**src/rtl/ysyx_22051013_lsu_pkg.sv**
```systemverilog
// Shared definitions for the load/store unit: ls_op field positions,
// access-size encodings, FSM states and lane-offset helpers.
// Optional feature macro: YSYX_22051013_LSU_MISALIGN_TRAP_EN.
package ysyx_22051013_lsu_pkg;

    // ls_op bit positions
    localparam int OP_MEM   = 4;  // instruction touches memory
    localparam int OP_STORE = 3;  // 1 = store, 0 = load
    localparam int OP_UNS   = 2;  // zero-extend the loaded value
    localparam int OP_SZ_HI = 1;  // access size, upper bit
    localparam int OP_SZ_LO = 0;  // access size, lower bit

    // access size encodings held in ls_op[1:0]
    localparam logic [1:0] SZ_B = 2'd0;
    localparam logic [1:0] SZ_H = 2'd1;
    localparam logic [1:0] SZ_W = 2'd2;
    localparam logic [1:0] SZ_D = 2'd3;

    typedef enum logic [1:0] {
        ST_IDLE = 2'd0,
        ST_REQ  = 2'd1,
        ST_WAIT = 2'd2,
        ST_DONE = 2'd3
    } lsu_state_e;

    // Byte offset forced down to the natural alignment of the access size.
    function automatic logic [2:0] lane_off(input logic [1:0] size, input logic [2:0] off);
        logic [2:0] r;
        case (size)
            SZ_B:    r = off;
            SZ_H:    r = {off[2:1], 1'b0};
            SZ_W:    r = {off[2], 2'b00};
            default: r = 3'b000;
        endcase
        return r;
    endfunction

    // An access is misaligned when alignment would move its byte offset.
    function automatic logic is_misaligned(input logic [1:0] size, input logic [2:0] off);
        return lane_off(size, off) != off;
    endfunction

endpackage

```
**src/rtl/ysyx_22051013_lsu_align.sv**
```systemverilog
// Lane steering for the LSU: store byte strobes and shifted write data,
// plus extraction and sign/zero extension of load data from a doubleword.
// Offsets are always reduced to size alignment before use.
module ysyx_22051013_lsu_align
    import ysyx_22051013_lsu_pkg::*;
#(
    parameter int DATA_W = 64,
    parameter int STRB_W = DATA_W / 8
) (
    input  logic [1:0]        size_i,
    input  logic              unsigned_i,
    input  logic [2:0]        off_i,
    input  logic [DATA_W-1:0] store_data_i,
    input  logic [DATA_W-1:0] rdata_i,
    output logic [DATA_W-1:0] wdata_o,
    output logic [STRB_W-1:0] wstrb_o,
    output logic [DATA_W-1:0] load_o
);

    logic [2:0]        lane;
    logic [5:0]        bit_sh;
    logic [STRB_W-1:0] base_strb;
    logic [DATA_W-1:0] rsh;

    assign lane   = lane_off(size_i, off_i);
    assign bit_sh = {lane, 3'b000};

    // Strobe pattern for an access of the given size starting at lane 0.
    always_comb begin
        base_strb = '0;
        case (size_i)
            SZ_B:    base_strb = STRB_W'(8'h01);
            SZ_H:    base_strb = STRB_W'(8'h03);
            SZ_W:    base_strb = STRB_W'(8'h0F);
            default: base_strb = STRB_W'(8'hFF);
        endcase
    end

    assign wstrb_o = base_strb << lane;
    assign wdata_o = store_data_i << bit_sh;
    assign rsh     = rdata_i >> bit_sh;

    // Truncate the shifted read data to the access size, then extend.
    always_comb begin
        load_o = '0;
        case (size_i)
            SZ_B:    load_o = unsigned_i ? {56'b0, rsh[7:0]}  : {{56{rsh[7]}},  rsh[7:0]};
            SZ_H:    load_o = unsigned_i ? {48'b0, rsh[15:0]} : {{48{rsh[15]}}, rsh[15:0]};
            SZ_W:    load_o = unsigned_i ? {32'b0, rsh[31:0]} : {{32{rsh[31]}}, rsh[31:0]};
            default: load_o = rsh;
        endcase
    end

endmodule

```
**src/rtl/ysyx_22051013_lsu.sv**
```systemverilog
// Load/store stage after the EXU. One memory transaction per instruction
// over a valid/ready request bus with a valid-only response, then a
// valid/ready hand-off to the WBU. Non-memory ops bypass the bus.
// Optional feature macro: YSYX_22051013_LSU_MISALIGN_TRAP_EN
// (misaligned memory ops trap instead of being lane-masked).
//
// Handshakes: a transfer happens on a rising edge where valid and ready
// are both high; the valid side holds its payload stable until then and
// never waits on ready before raising valid. mem_rsp_valid has no ready
// and is only honoured while waiting for a response.
module ysyx_22051013_lsu
    import ysyx_22051013_lsu_pkg::*;
#(
    parameter int DATA_W = 64,
    parameter int STRB_W = DATA_W / 8
) (
    input  logic              clk,
    input  logic              rst,
    input  logic              in_valid,
    output logic              in_ready,
    input  logic [4:0]        ls_op,
    input  logic [DATA_W-1:0] exu_res,
    input  logic [DATA_W-1:0] store_data,
    output logic              mem_req_valid,
    input  logic              mem_req_ready,
    output logic              mem_req_we,
    output logic [DATA_W-1:0] mem_req_addr,
    output logic [DATA_W-1:0] mem_req_wdata,
    output logic [STRB_W-1:0] mem_req_wstrb,
    input  logic              mem_rsp_valid,
    input  logic [DATA_W-1:0] mem_rsp_rdata,
    output logic              out_valid,
    input  logic              out_ready,
    output logic [DATA_W-1:0] out_data,
    output logic              out_err,
    output logic [1:0]        dbg_state_o
);

    lsu_state_e        state_q;
    logic [OP_STORE:0] op_q;
    logic [DATA_W-1:0] addr_q;
    logic [DATA_W-1:0] sdata_q;
    logic [DATA_W-1:0] out_data_q;
    logic [DATA_W-1:0] align_wdata;
    logic [STRB_W-1:0] align_wstrb;
    logic [DATA_W-1:0] align_load;
    logic              req_act;
`ifdef YSYX_22051013_LSU_MISALIGN_TRAP_EN
    logic              err_q;
`endif

    ysyx_22051013_lsu_align #(
        .DATA_W (DATA_W),
        .STRB_W (STRB_W)
    ) u_align (
        .size_i       (op_q[OP_SZ_HI:OP_SZ_LO]),
        .unsigned_i   (op_q[OP_UNS]),
        .off_i        (addr_q[2:0]),
        .store_data_i (sdata_q),
        .rdata_i      (mem_rsp_rdata),
        .wdata_o      (align_wdata),
        .wstrb_o      (align_wstrb),
        .load_o       (align_load)
    );

    // Main FSM: accept, issue request, wait for response, present result.
    always_ff @(posedge clk) begin
        if (rst) begin
            state_q    <= ST_IDLE;
            op_q       <= '0;
            addr_q     <= '0;
            sdata_q    <= '0;
            out_data_q <= '0;
`ifdef YSYX_22051013_LSU_MISALIGN_TRAP_EN
            err_q      <= 1'b0;
`endif
        end else begin
            case (state_q)
                ST_IDLE: begin
                    if (in_valid) begin
                        op_q    <= ls_op[OP_STORE:0];
                        addr_q  <= exu_res;
                        sdata_q <= store_data;
`ifdef YSYX_22051013_LSU_MISALIGN_TRAP_EN
                        err_q   <= 1'b0;
`endif
                        if (!ls_op[OP_MEM]) begin
                            out_data_q <= exu_res;
                            state_q    <= ST_DONE;
                        end
`ifdef YSYX_22051013_LSU_MISALIGN_TRAP_EN
                        else if (is_misaligned(ls_op[OP_SZ_HI:OP_SZ_LO], exu_res[2:0])) begin
                            // faulting address goes out as the trap value
                            out_data_q <= exu_res;
                            err_q      <= 1'b1;
                            state_q    <= ST_DONE;
                        end
`endif
                        else begin
                            state_q <= ST_REQ;
                        end
                    end
                end
                ST_REQ: begin
                    if (mem_req_ready) state_q <= ST_WAIT;
                end
                ST_WAIT: begin
                    if (mem_rsp_valid) begin
                        out_data_q <= op_q[OP_STORE] ? '0 : align_load;
                        state_q    <= ST_DONE;
                    end
                end
                ST_DONE: begin
                    if (out_ready) state_q <= ST_IDLE;
                end
                default: state_q <= ST_IDLE;
            endcase
        end
    end

    // Outputs decode the registered state; reset forces every one to 0.
    assign req_act       = !rst && (state_q == ST_REQ);
    assign in_ready      = !rst && (state_q == ST_IDLE);
    assign mem_req_valid = req_act;
    assign mem_req_we    = req_act && op_q[OP_STORE];
    assign mem_req_addr  = req_act ? {addr_q[DATA_W-1:3], 3'b000} : '0;
    assign mem_req_wdata = (req_act && op_q[OP_STORE]) ? align_wdata : '0;
    assign mem_req_wstrb = (req_act && op_q[OP_STORE]) ? align_wstrb : '0;
    assign out_valid     = !rst && (state_q == ST_DONE);
    assign out_data      = out_valid ? out_data_q : '0;
    assign dbg_state_o   = rst ? 2'b00 : state_q;
`ifdef YSYX_22051013_LSU_MISALIGN_TRAP_EN
    assign out_err       = out_valid && err_q;
`else
    assign out_err       = 1'b0;
`endif

endmodule

```
**config.mk**
```make
export PLATFORM = sky130hd
export DESIGN_NAME = ysyx_22051013_lsu
export DESIGN_NICKNAME = d
export VERILOG_FILES = /design/src/rtl/ysyx_22051013_lsu_pkg.sv /design/src/rtl/ysyx_22051013_lsu_align.sv /design/src/rtl/ysyx_22051013_lsu.sv
export SDC_FILE = /design/constraint.sdc
export NUM_CORES = 1
export LEC_CHECK = 0
export BUFFER_PORTS_ARGS = -buffer_cell sky130_fd_sc_hd__buf_2
export CAP_MARGIN = 20
export CORE_ASPECT_RATIO = 2
export CORE_MARGIN = 1.5
export CORE_UTILIZATION = 33
export DETAILED_ROUTE_END_ITERATION = 6
export PLACE_DENSITY = 0.59
export SETUP_SLACK_MARGIN = 0.05
export SYNTH_ARGS = -nofsm -noshare
export SYNTH_HDL_FRONTEND = slang
export SYNTH_SLANG_ARGS = --single-unit
```
**constraint.sdc**
```tcl
create_clock -name clk -period 5.14 [get_ports clk]
set_clock_uncertainty 0.15 [all_clocks]
set_input_delay 0.514 -clock clk [delete_from_list [all_inputs] [get_ports clk]]
set_output_delay 0.514 -clock clk [all_outputs]
set_load 0.02 [all_outputs]
```
==> impl_metrics.json <==
{
  "grt_start_max_net_pins": 83,
  "wirelength_um": 54700,
  "slew_violations": 0,
  "synth_edf_count": 0,
  "die_x_um": 138,
  "finalPower_mw": 6.63,
  "drtIter0Drc": 1063,
  "cp_data_required_time_ns": 4.48,
  "status": "finished clean",
  "synth_area_um2": 12000,
  "post-place-ws_ns": 1.55,
  "slew_headroom_pct": 31.0,
  "hold_violations": 0,
  "portBuffers": 405,
  "antenna_found_initial": 14,
  "powerDensity_nw_per_um2": 446,
  "die_area_um2": 37700,
  "grt_overflow": 0,
  "path_max_fanout": 55,
  "seq_area_frac_synth_pct": 32.9,
  "drv_cap": 0,
  "routedWlPerCell_um": 22.6,
  "cts-root-buf": "clkbuf_16",
  "worstPathArrival_ns": 3.40,
  "setup_viol": 0,
  "ff2ff_setup_slack_ns": 1.63,
  "hpwl_um": 41200,
  "finalCriticalPeriod_ns": 4.06,
  "insertion_delay_ns": 0.46,
  "cp-end-kind": "output pin",
  "worst_pin_slew_ns": 1.04,
  "drt-vias-per-instance": 5.53,
  "avgSynthCellArea_um2": 7.27,
  "cts_max_level": 4,
  "synth_top_cell_area_share_pct": 32.9,
  "num_vias": 13400,
  "ys_ff_latch": 198,
  "drive_gt1_share_pct": 26.6,
  "synth_largest_area_cell": "dfxtp_1",
  "fmax_mhz": 246,
  "first_pass_iters": 6,
  "cts_buffer_depth": 2,
  "rsz0062_at_grt": "false",
  "path_clk_slew_ns": 0.08,
  "design.core.area_um2": 35800,
  "hold_ws_ns": 0.129,
  "synth_cell_types": 61,
  "ys_warn_count": 0,
  "synthFlopType": "dfxtp_1",
  "pin_count": 410,
  "period_share_pct": 79.0,
  "final_cell_mix": "nand2_1 (473), buf_2 (404), a21oi_1 (224)",
  "start_kind": "flop",
  "cts.sinks": 198,
  "grt_pass1_vias": 13100,
  "syn_inst": 1657,
  "synthTopCellsByArea": "dfxtp_1 (33%), nand2_1 (15%), a21oi_1 (9.3%)",
  "die_h_um": 273,
  "grt_pass1_wl_um": 80600,
  "setup_ws_ns": 1.08,
  "async_flop_share_pct": 0,
  "crit_type": "flop to output pin",
  "cts_hold_buf": 0,
  "ir_worst_vdd_uv": 298,
  "drc_errors": 0,
  "numCtsBuffers": 17,
  "postCtsResizedCells": 0,
  "final_common_cell": "nand2_1",
  "initial_core_util_pct": 33.6,
  "nets": 2159,
  "synthToLayoutAreaGrowth_pct": 23.5,
  "drtAntennaViolNets": 0,
  "placement_rows": 98,
  "finalSetupTns_ns": 0,
  "hold_class": "input port to flop",
  "total_leakage_power_nw": 6.62,
  "gp_congestion": 0.929,
  "postCtsSetupBuffers": 0,
  "tritoncts": "built",
  "groute.usage.overall_pct": 28.1
}
-- registers in the layout, summed over array words and instances, names as in the netlist --
name	count
out_data_q	64
state_q	2
sdata_q	64
addr_q	64
op_q	4
-- worst max-delay path, stage by stage, from the launching register on --
cell and delay [ns]:
dfxtp_1 0.82, or3b_4 0.95, buf_4 0.41, nor2_8 0.11
nand2_1 0.08, o21ai_0 0.11, and2_1 0.25, buf_2 0.17
-- per-layer routing --
layer / global-route usage [%] / part of all wire, % / up-vias
met1: 28.8 / 34 / 6366
met3: 5.32 / 6.4 / 147
met5: 0 / 0.17 / -
met2: 52.2 / 53 / 628
met4: 17.6 / 6.7 / 14
li1: - / - / 6245
-- worst paths after layout --
| check | from | endpoint | cells after the start |
|---|---|---|---|
| setup / recovery | op_q[0] | mem_req_wdata[20] | 7 |
| hold / removal | store_data[56] | sdata_q[56] | 3 |
| setup reg to reg | op_q[0] | out_data_q[15] | 6 |
| hold reg to reg | addr_q[28] | addr_q[28] | 2 |
-- Yosys cell counts (26+ instances only) --
library cell,number
nor2_1,55
mux2i_1,34
mux4_2,30
buf_2,26
a31oi_1,31
o22ai_1,33
o21ai_0,57
nand2_1,474
dfxtp_1,198
clkbuf_1,105
a21oi_1,224
and2_1,179
nand3_1,33
-- layout make-up --
| type | instances | area, um^2 |
|---|---|---|
| Clock inverter | 13 | 163 |
| Antenna cell | 6 | 15.0 |
| Inverter | 9 | 33.8 |
| Clock buffer | 19 | 443 |
| Timing Repair Buffer | 429 | 2270 |
| Multi-Input combinational cell | 1297 | 7430 |
| Fill cell | 3826 | 20900 |
| Tap cell | 450 | 563 |
| Sequential cell | 198 | 3960 |
-- per-stage QoR --
step,utilization [%],area (um^2),instances
finish,41.5,14900,2421
global placement,39.7,14200,2382
CTS,41.4,14800,2414
global route,41.5,14900,2420
floorplan,-,12100,1660
detailed placement,39.7,14200,2382
-- report_power, final --
part / switching [mW] / leakage (nW) / total, mW / internal [mW]
logic: 1.94 / 4.70 / 2.98 / 1.04
registers: 0.289 / 1.62 / 2.21 / 1.93
clock network: 0.680 / 0.295 / 1.43 / 0.749
total: 2.91 / 6.62 / 6.63 / 3.71
-- logic make-up (layout without fill, tap and decap cells) --
family / after synthesis / after routing / share of synthesized area [%]
buffers and inverters: 165 / 470 / 6.17
adders and majority gates: 4 / 4 / 0.415
muxes: 70 / 70 / 8.99
AOI/OAI and AO/OA: 433 / 433 / 21.6
DFF: 198 / 198 / 32.9
and+or+nand+nor: 786 / 786 / 29.9
other: 1 / 10 / 0.0311
(Power assumes the default switching activity.)
